<file path="src/rtl/fft_pkg.sv">
// fft_pkg: shared widths and helpers for the streaming FFT datapath.
// Imported by the butterfly and the complex multiplier.
package fft_pkg;

   localparam int DATA_W_DEF = 16;
   localparam int TW_W_DEF   = 16;

   // Twiddle grows one bit so that negating -1.0 stays exact.
   localparam int W_GROW = 1;
   // Scaled product width over the sample width.
   localparam int P_GROW = 2;
   // Butterfly sum width over the sample width.
   localparam int S_GROW = 3;

   localparam int SAT_W = 64;

   typedef logic signed [SAT_W-1:0] sat_t;

   // Clamp a sign-extended value to out_w bits; clip flags a clamp.
   function automatic sat_t saturate(
      input  sat_t v,
      input  int   out_w,
      output logic clip
   );
      sat_t hi;
      sat_t lo;
      hi   = (sat_t'(1) <<< (out_w - 1)) - sat_t'(1);
      lo   = -(sat_t'(1) <<< (out_w - 1));
      clip = 1'b0;
      saturate = v;
      if (v > hi) begin
         saturate = hi;
         clip     = 1'b1;
      end else if (v < lo) begin
         saturate = lo;
         clip     = 1'b1;
      end
   endfunction

endpackage

</file>
<file path="src/rtl/fft_cmul.sv">
// fft_cmul: registered complex multiply B*W with optional conjugation.
// Products are floor-scaled back to sample range plus two guard bits.
module fft_cmul
   import fft_pkg::*;
#(
   parameter int DATA_W = DATA_W_DEF,
   parameter int TW_W   = TW_W_DEF
) (
   input  logic                          clk,
   input  logic                          ce,
   input  logic                          conj,
   input  logic signed [DATA_W-1:0]      br,
   input  logic signed [DATA_W-1:0]      bi,
   input  logic signed [TW_W-1:0]        wr,
   input  logic signed [TW_W-1:0]        wi,
   output logic signed [DATA_W+P_GROW-1:0] pr,
   output logic signed [DATA_W+P_GROW-1:0] pi
);

   localparam int WE_W  = TW_W + W_GROW;
   localparam int ACC_W = DATA_W + WE_W + 1;
   localparam int P_W   = DATA_W + P_GROW;

   logic signed [WE_W-1:0]  wr_e;
   logic signed [WE_W-1:0]  wi_e;
   logic signed [ACC_W-1:0] acc_re;
   logic signed [ACC_W-1:0] acc_im;

   // Conjugate the twiddle and form full-precision products
   always_comb begin
      wr_e   = WE_W'(wr);
      wi_e   = conj ? -WE_W'(wi) : WE_W'(wi);
      acc_re = ACC_W'(br) * ACC_W'(wr_e)
             - ACC_W'(bi) * ACC_W'(wi_e);
      acc_im = ACC_W'(br) * ACC_W'(wi_e)
             + ACC_W'(bi) * ACC_W'(wr_e);
   end

   // Register the floor-scaled products when the pipe advances
   always_ff @(posedge clk) begin
      if (ce) begin
         pr <= P_W'(acc_re >>> (TW_W - 1));
         pi <= P_W'(acc_im >>> (TW_W - 1));
      end
   end

endmodule

</file>
<file path="src/rtl/fft_bfly_r2.sv">
// fft_bfly_r2: pipelined radix-2 DIT butterfly, X = A + BW, Y = A - BW.
// Three stages under one global enable, per-transaction scaling, sticky ovf.
module fft_bfly_r2
   import fft_pkg::*;
#(
   parameter int DATA_W = DATA_W_DEF,
   parameter int TW_W   = TW_W_DEF
) (
   input  logic                     clk,
   input  logic                     rst_n,
   input  logic                     in_valid,
   output logic                     in_ready,
   input  logic signed [DATA_W-1:0] a_re,
   input  logic signed [DATA_W-1:0] a_im,
   input  logic signed [DATA_W-1:0] b_re,
   input  logic signed [DATA_W-1:0] b_im,
   input  logic signed [TW_W-1:0]   w_re,
   input  logic signed [TW_W-1:0]   w_im,
   input  logic                     inverse,
   input  logic [1:0]               scale_shift,
   output logic                     out_valid,
   input  logic                     out_ready,
   output logic signed [DATA_W-1:0] x_re,
   output logic signed [DATA_W-1:0] x_im,
   output logic signed [DATA_W-1:0] y_re,
   output logic signed [DATA_W-1:0] y_im,
   output logic                     ovf,
   input  logic                     clr_ovf
);

   localparam int P_W = DATA_W + P_GROW;
   localparam int S_W = DATA_W + S_GROW;

   logic ce;
   logic v1;
   logic v2;

   logic signed [DATA_W-1:0] a1_re, a1_im;
   logic signed [DATA_W-1:0] b1_re, b1_im;
   logic signed [TW_W-1:0]   w1_re, w1_im;
   logic                     inv1;
   logic [1:0]               sh1;

   logic signed [DATA_W-1:0] a2_re, a2_im;
   logic signed [P_W-1:0]    p2_re, p2_im;
   logic [1:0]               sh2;

   logic signed [S_W-1:0]    sum [4];
   logic signed [S_W-1:0]    shf [4];
   logic signed [DATA_W-1:0] res [4];
   logic [3:0]               clip;
   sat_t                     st;

   assign ce       = !out_valid | out_ready;
   assign in_ready = ce;

   // Valid bits march together; bubbles advance, never compress
   always_ff @(posedge clk or negedge rst_n) begin
      if (!rst_n) begin
         v1        <= 1'b0;
         v2        <= 1'b0;
         out_valid <= 1'b0;
      end else if (ce) begin
         v1        <= in_valid;
         v2        <= v1;
         out_valid <= v2;
      end
   end

   // S1 captures operands, twiddle and per-transaction controls
   always_ff @(posedge clk) begin
      if (ce) begin
         a1_re <= a_re;
         a1_im <= a_im;
         b1_re <= b_re;
         b1_im <= b_im;
         w1_re <= w_re;
         w1_im <= w_im;
         inv1  <= inverse;
         sh1   <= scale_shift;
      end
   end

   fft_cmul #(
      .DATA_W (DATA_W),
      .TW_W   (TW_W)
   ) u_cmul (
      .clk  (clk),
      .ce   (ce),
      .conj (inv1),
      .br   (b1_re),
      .bi   (b1_im),
      .wr   (w1_re),
      .wi   (w1_im),
      .pr   (p2_re),
      .pi   (p2_im)
   );

   // S2 carries A and the shift alongside the products
   always_ff @(posedge clk) begin
      if (ce) begin
         a2_re <= a1_re;
         a2_im <= a1_im;
         sh2   <= sh1;
      end
   end

   // Add/subtract, scale, then clamp each output component
   always_comb begin
      st     = '0;
      clip   = '0;
      sum[0] = S_W'(a2_re) + S_W'(p2_re);
      sum[1] = S_W'(a2_im) + S_W'(p2_im);
      sum[2] = S_W'(a2_re) - S_W'(p2_re);
      sum[3] = S_W'(a2_im) - S_W'(p2_im);
      for (int k = 0; k < 4; k++) begin
         shf[k] = sum[k] >>> sh2;
         st     = saturate(SAT_W'(shf[k]), DATA_W, clip[k]);
         res[k] = DATA_W'(st);
      end
   end

   // S3 output registers read zero out of reset
   always_ff @(posedge clk or negedge rst_n) begin
      if (!rst_n) begin
         x_re <= '0;
         x_im <= '0;
         y_re <= '0;
         y_im <= '0;
      end else if (ce) begin
         x_re <= res[0];
         x_im <= res[1];
         y_re <= res[2];
         y_im <= res[3];
      end
   end

   // Sticky overflow; a fresh clip beats a same-cycle clear
   always_ff @(posedge clk or negedge rst_n) begin
      if (!rst_n) begin
         ovf <= 1'b0;
      end else if (ce && v2 && (|clip)) begin
         ovf <= 1'b1;
      end else if (clr_ovf) begin
         ovf <= 1'b0;
      end
   end

endmodule
</file>
<file path="config.mk">
export PLATFORM = sky130hd
export DESIGN_NAME = fft_bfly_r2
export DESIGN_NICKNAME = d
export VERILOG_FILES = /design/src/rtl/fft_pkg.sv /design/src/rtl/fft_cmul.sv /design/src/rtl/fft_bfly_r2.sv
export SDC_FILE = /design/constraint.sdc
export NUM_CORES = 2
export LEC_CHECK = 0
export BUFFER_PORTS_ARGS = -buffer_cell sky130_fd_sc_hd__buf_2
export CAP_MARGIN = 20
export CELL_PAD_IN_SITES_DETAIL_PLACEMENT = 1
export CELL_PAD_IN_SITES_GLOBAL_PLACEMENT = 2
export CORE_MARGIN = 10
export CORE_UTILIZATION = 43
export DETAILED_ROUTE_END_ITERATION = 10
export PLACE_DENSITY = 0.9
export RECOVER_POWER = 25
export SLEW_MARGIN = 20
export SYNTH_ARGS = -nofsm -noshare
export SYNTH_HDL_FRONTEND = slang
export SYNTH_SLANG_ARGS = --single-unit
</file>
<file path="constraint.sdc">
create_clock -name clk -period 11.45 [get_ports clk]
set_clock_uncertainty 0.2 [all_clocks]
set_input_delay 1.145 -clock clk [delete_from_list [all_inputs] [get_ports clk]]
set_output_delay 1.145 -clock clk [all_outputs]
set_load 0.005 [all_outputs]
</file>
==> flow_metrics.py <==
metrics = {
    "status": {
        "status": "complete, but fails checks",
        "violations": "capacitance limit, slew limit",
    },
    "clock_tree": {
        "clock_path_buffers": 3,
        "cts_hold_buf": 0,
        "clock-root-buffer": "clkbuf_16",
        "clk_latency_ns": 0.63,
        "cts_num_sinks": 237,
        "clk_pin_slew_ns": 0.06,
        "cts_tree": "done",
        "htree_levels": 2,
        "cts_buffers": 34,
    },
    "sta": {
        "fmax_mhz": 90.1,
        "fin_ws_ns": 0.357,
        "maxSlewHeadroom": -1.49,
        "final_hold_viol_count": 0,
        "fin_crit_sh": 0.969,
        "worstMarginPinSlew_ns": 3.74,
        "final_max_slew_viol_count": 69,
        "setup_viol": 0,
        "rsz0062_at_grt": "true",
        "fin_crit_ns": 11.09,
    },
    "setup_path": {
        "arrival_ns": 11.20,
        "critical_path.top_delay_family": "adder cells",
        "critPathRequiredTime_ns": 11.56,
        "cpMostUsedCell": "fa_1",
        "critical_path_class": "flip-flop to flip-flop",
        "critical_path.slowest_cell": "fa_1",
        "worstPathMaxFanout": 16,
        "end_kind": "flip-flop",
        "max_stage_delay_ns": 0.55,
        "worst-path-buf-inv": 9,
        "crit_path_start_kind": "flip-flop",
    },
    "cells_and_area": {
        "fin_util": 0.467,
        "reg_top3": "u_cmul.pi (18), u_cmul.pr (18)",
        "area_growth_pct": 7.83,
        "drive_above_1_share": 0.0731,
        "nets": 7410,
    },
    "synth": {
        "synth_cell_type_count": 86,
        "avgSynthCellArea_um2": 9.63,
        "synth_area_leaders": "fa_1, ha_1, edfxtp_1",
        "ys_seq_area_frac": 0.124,
        "syn-cell-area_um2": 54500,
        "synth_seq_cells": 237,
        "synth_top_area_cell": "fa_1",
        "synth_commonest_cells": "inv_1, fa_1, nand2_1",
        "synth_cells": 5654,
        "synth_top_area_frac": 0.422,
        "synthArstFlopShare": 0.287,
        "yosys_warnings": 0,
        "syn_nets": 7328,
        "yosysMostFrequentCell": "inv_1",
        "synth-main-ff-cell": "edfxtp_1",
        "synth-edff-count": 169,
    },
    "detailed_routing": {
        "firstDrtPassIters": 5,
        "drc": 0,
        "via_per_inst": 5.26,
        "wl_per_cell_um": 21.3,
        "dr.first_iter.drc_count": 1834,
        "wl_um": 158000,
        "vias": 39000,
        "ant_nets": 0,
    },
    "global_route": {
        "grt_pass1_wl_um": 253000,
        "antenna_found_initial": 6,
        "grt_usage": 0.226,
        "grt_pass1_vias": 45400,
        "overflow": 0,
        "grt_max_degree": 77,
    },
    "place": {
        "dpl_worst_slack_ns": 0.0980,
        "io_buffers": 170,
        "gp_congestion": 0.885,
        "post-dp-hpwl_um": 132000,
    },
    "floorplan": {
        "die_h_um": 376,
        "core.rowCount": 130,
        "die_area_um2": 141000,
        "die_width_um": 376,
        "start_util": 0.433,
        "coreArea_um2": 126000,
        "pin_count": 171,
    },
    "hold_path": {
        "hp-class": "flip-flop to flip-flop",
    },
    "flow_run": {
        "drv_cap": 1,
    },
}
-- layout make-up --
class / count / area (µm²)
fillers: 14300 / 67000
multi-input cells: 3921 / 42200
flip-flops and latches: 237 / 6780
inverters: 1236 / 4650
well taps: 1650 / 2060
repair buffers: 306 / 1890
clock buffers: 38 / 896
clock inverters: 23 / 244
diodes: 2 / 5.00
-- cells in the final DEF, fill, tap and decap left out, types with 134 or more instances in the layout --
cell type and n:
a21oi_1 162, and2_1 474, buf_2 134, edfxtp_1 169, fa_1 1147, ha_1 423, inv_1 1230, nand2_1 597
nor2_1 203, xnor2_1 137
-- metal layers --
| layer | vias to the layer above | part of all wire | global-route usage |
|---|---|---|---|
| met5 | - | 0 | 0 |
| met4 | 0 | 0.032 | 0.0706 |
| met3 | 260 | 0.042 | 0.0267 |
| met2 | 787 | 0.51 | 0.409 |
| met1 | 20600 | 0.42 | 0.281 |
| li1 | 17400 | - | - |
-- cells by family after synthesis --
family | Yosys count | share of synthesized area
DFF | 237 | 0.124
buffers and inverters | 1496 | 0.104
AOI/OAI and AO/OA | 561 | 0.0698
adders and majority gates | 1570 | 0.519
muxes | 68 | 0.0141
and+or+nand+nor | 1536 | 0.139
xor gates and xnor gates | 186 | 0.0299
-- final timing paths --
path | depth (start not counted) | slack [ns] | to | from
worst max-delay path | 37 | 0.36 | u_cmul.pr[17] | w1_re[6]
worst min-delay path | 0 | 0.22 | a2_re[15] | a1_re[15]
worst max register to register | 37 | 0.36 | u_cmul.pr[17] | w1_re[6]
worst min register to register | 0 | 0.22 | a2_re[15] | a1_re[15]
max in group asynchronous | 2 | 7.19 | x_im[1] | rst_n
min in group asynchronous | 2 | 1.74 | x_re[14] | rst_n
-- what timing repair did --
action,CTS,global route
buffers inserted,0,20
gates resized for setup,0,13
endpoints found under the setup margin,0,21
-- stage by stage --
stage               cell area (µm²)  cells  TNS (ns)  hold slack, ns
global route                  58700   7411    -0.133           0.219
global placement              57400   7330         0           0.202
CTS                           58600   7391         0           0.218
floorplan                     54500   5654         0           0.200
finish                        58700   7413         0           0.216
detailed placement            57400   7330         0           0.206
-- worst reg2reg max path, delay by kind of cell, from the launching register on --
family,cells,cell delay [ns]
adder cells (fa/ha/maj),13,6.16
AO/OA/AOI/OAI,11,2.37
buffers and inverters,9,0.96
flip-flops,1,0.48
XOR/XNOR,2,0.30
AND/OR/NAND/NOR,2,0.30
Power is not shown: default switching activity piles up to over one toggle a cycle in this logic, so the estimate is an artifact.
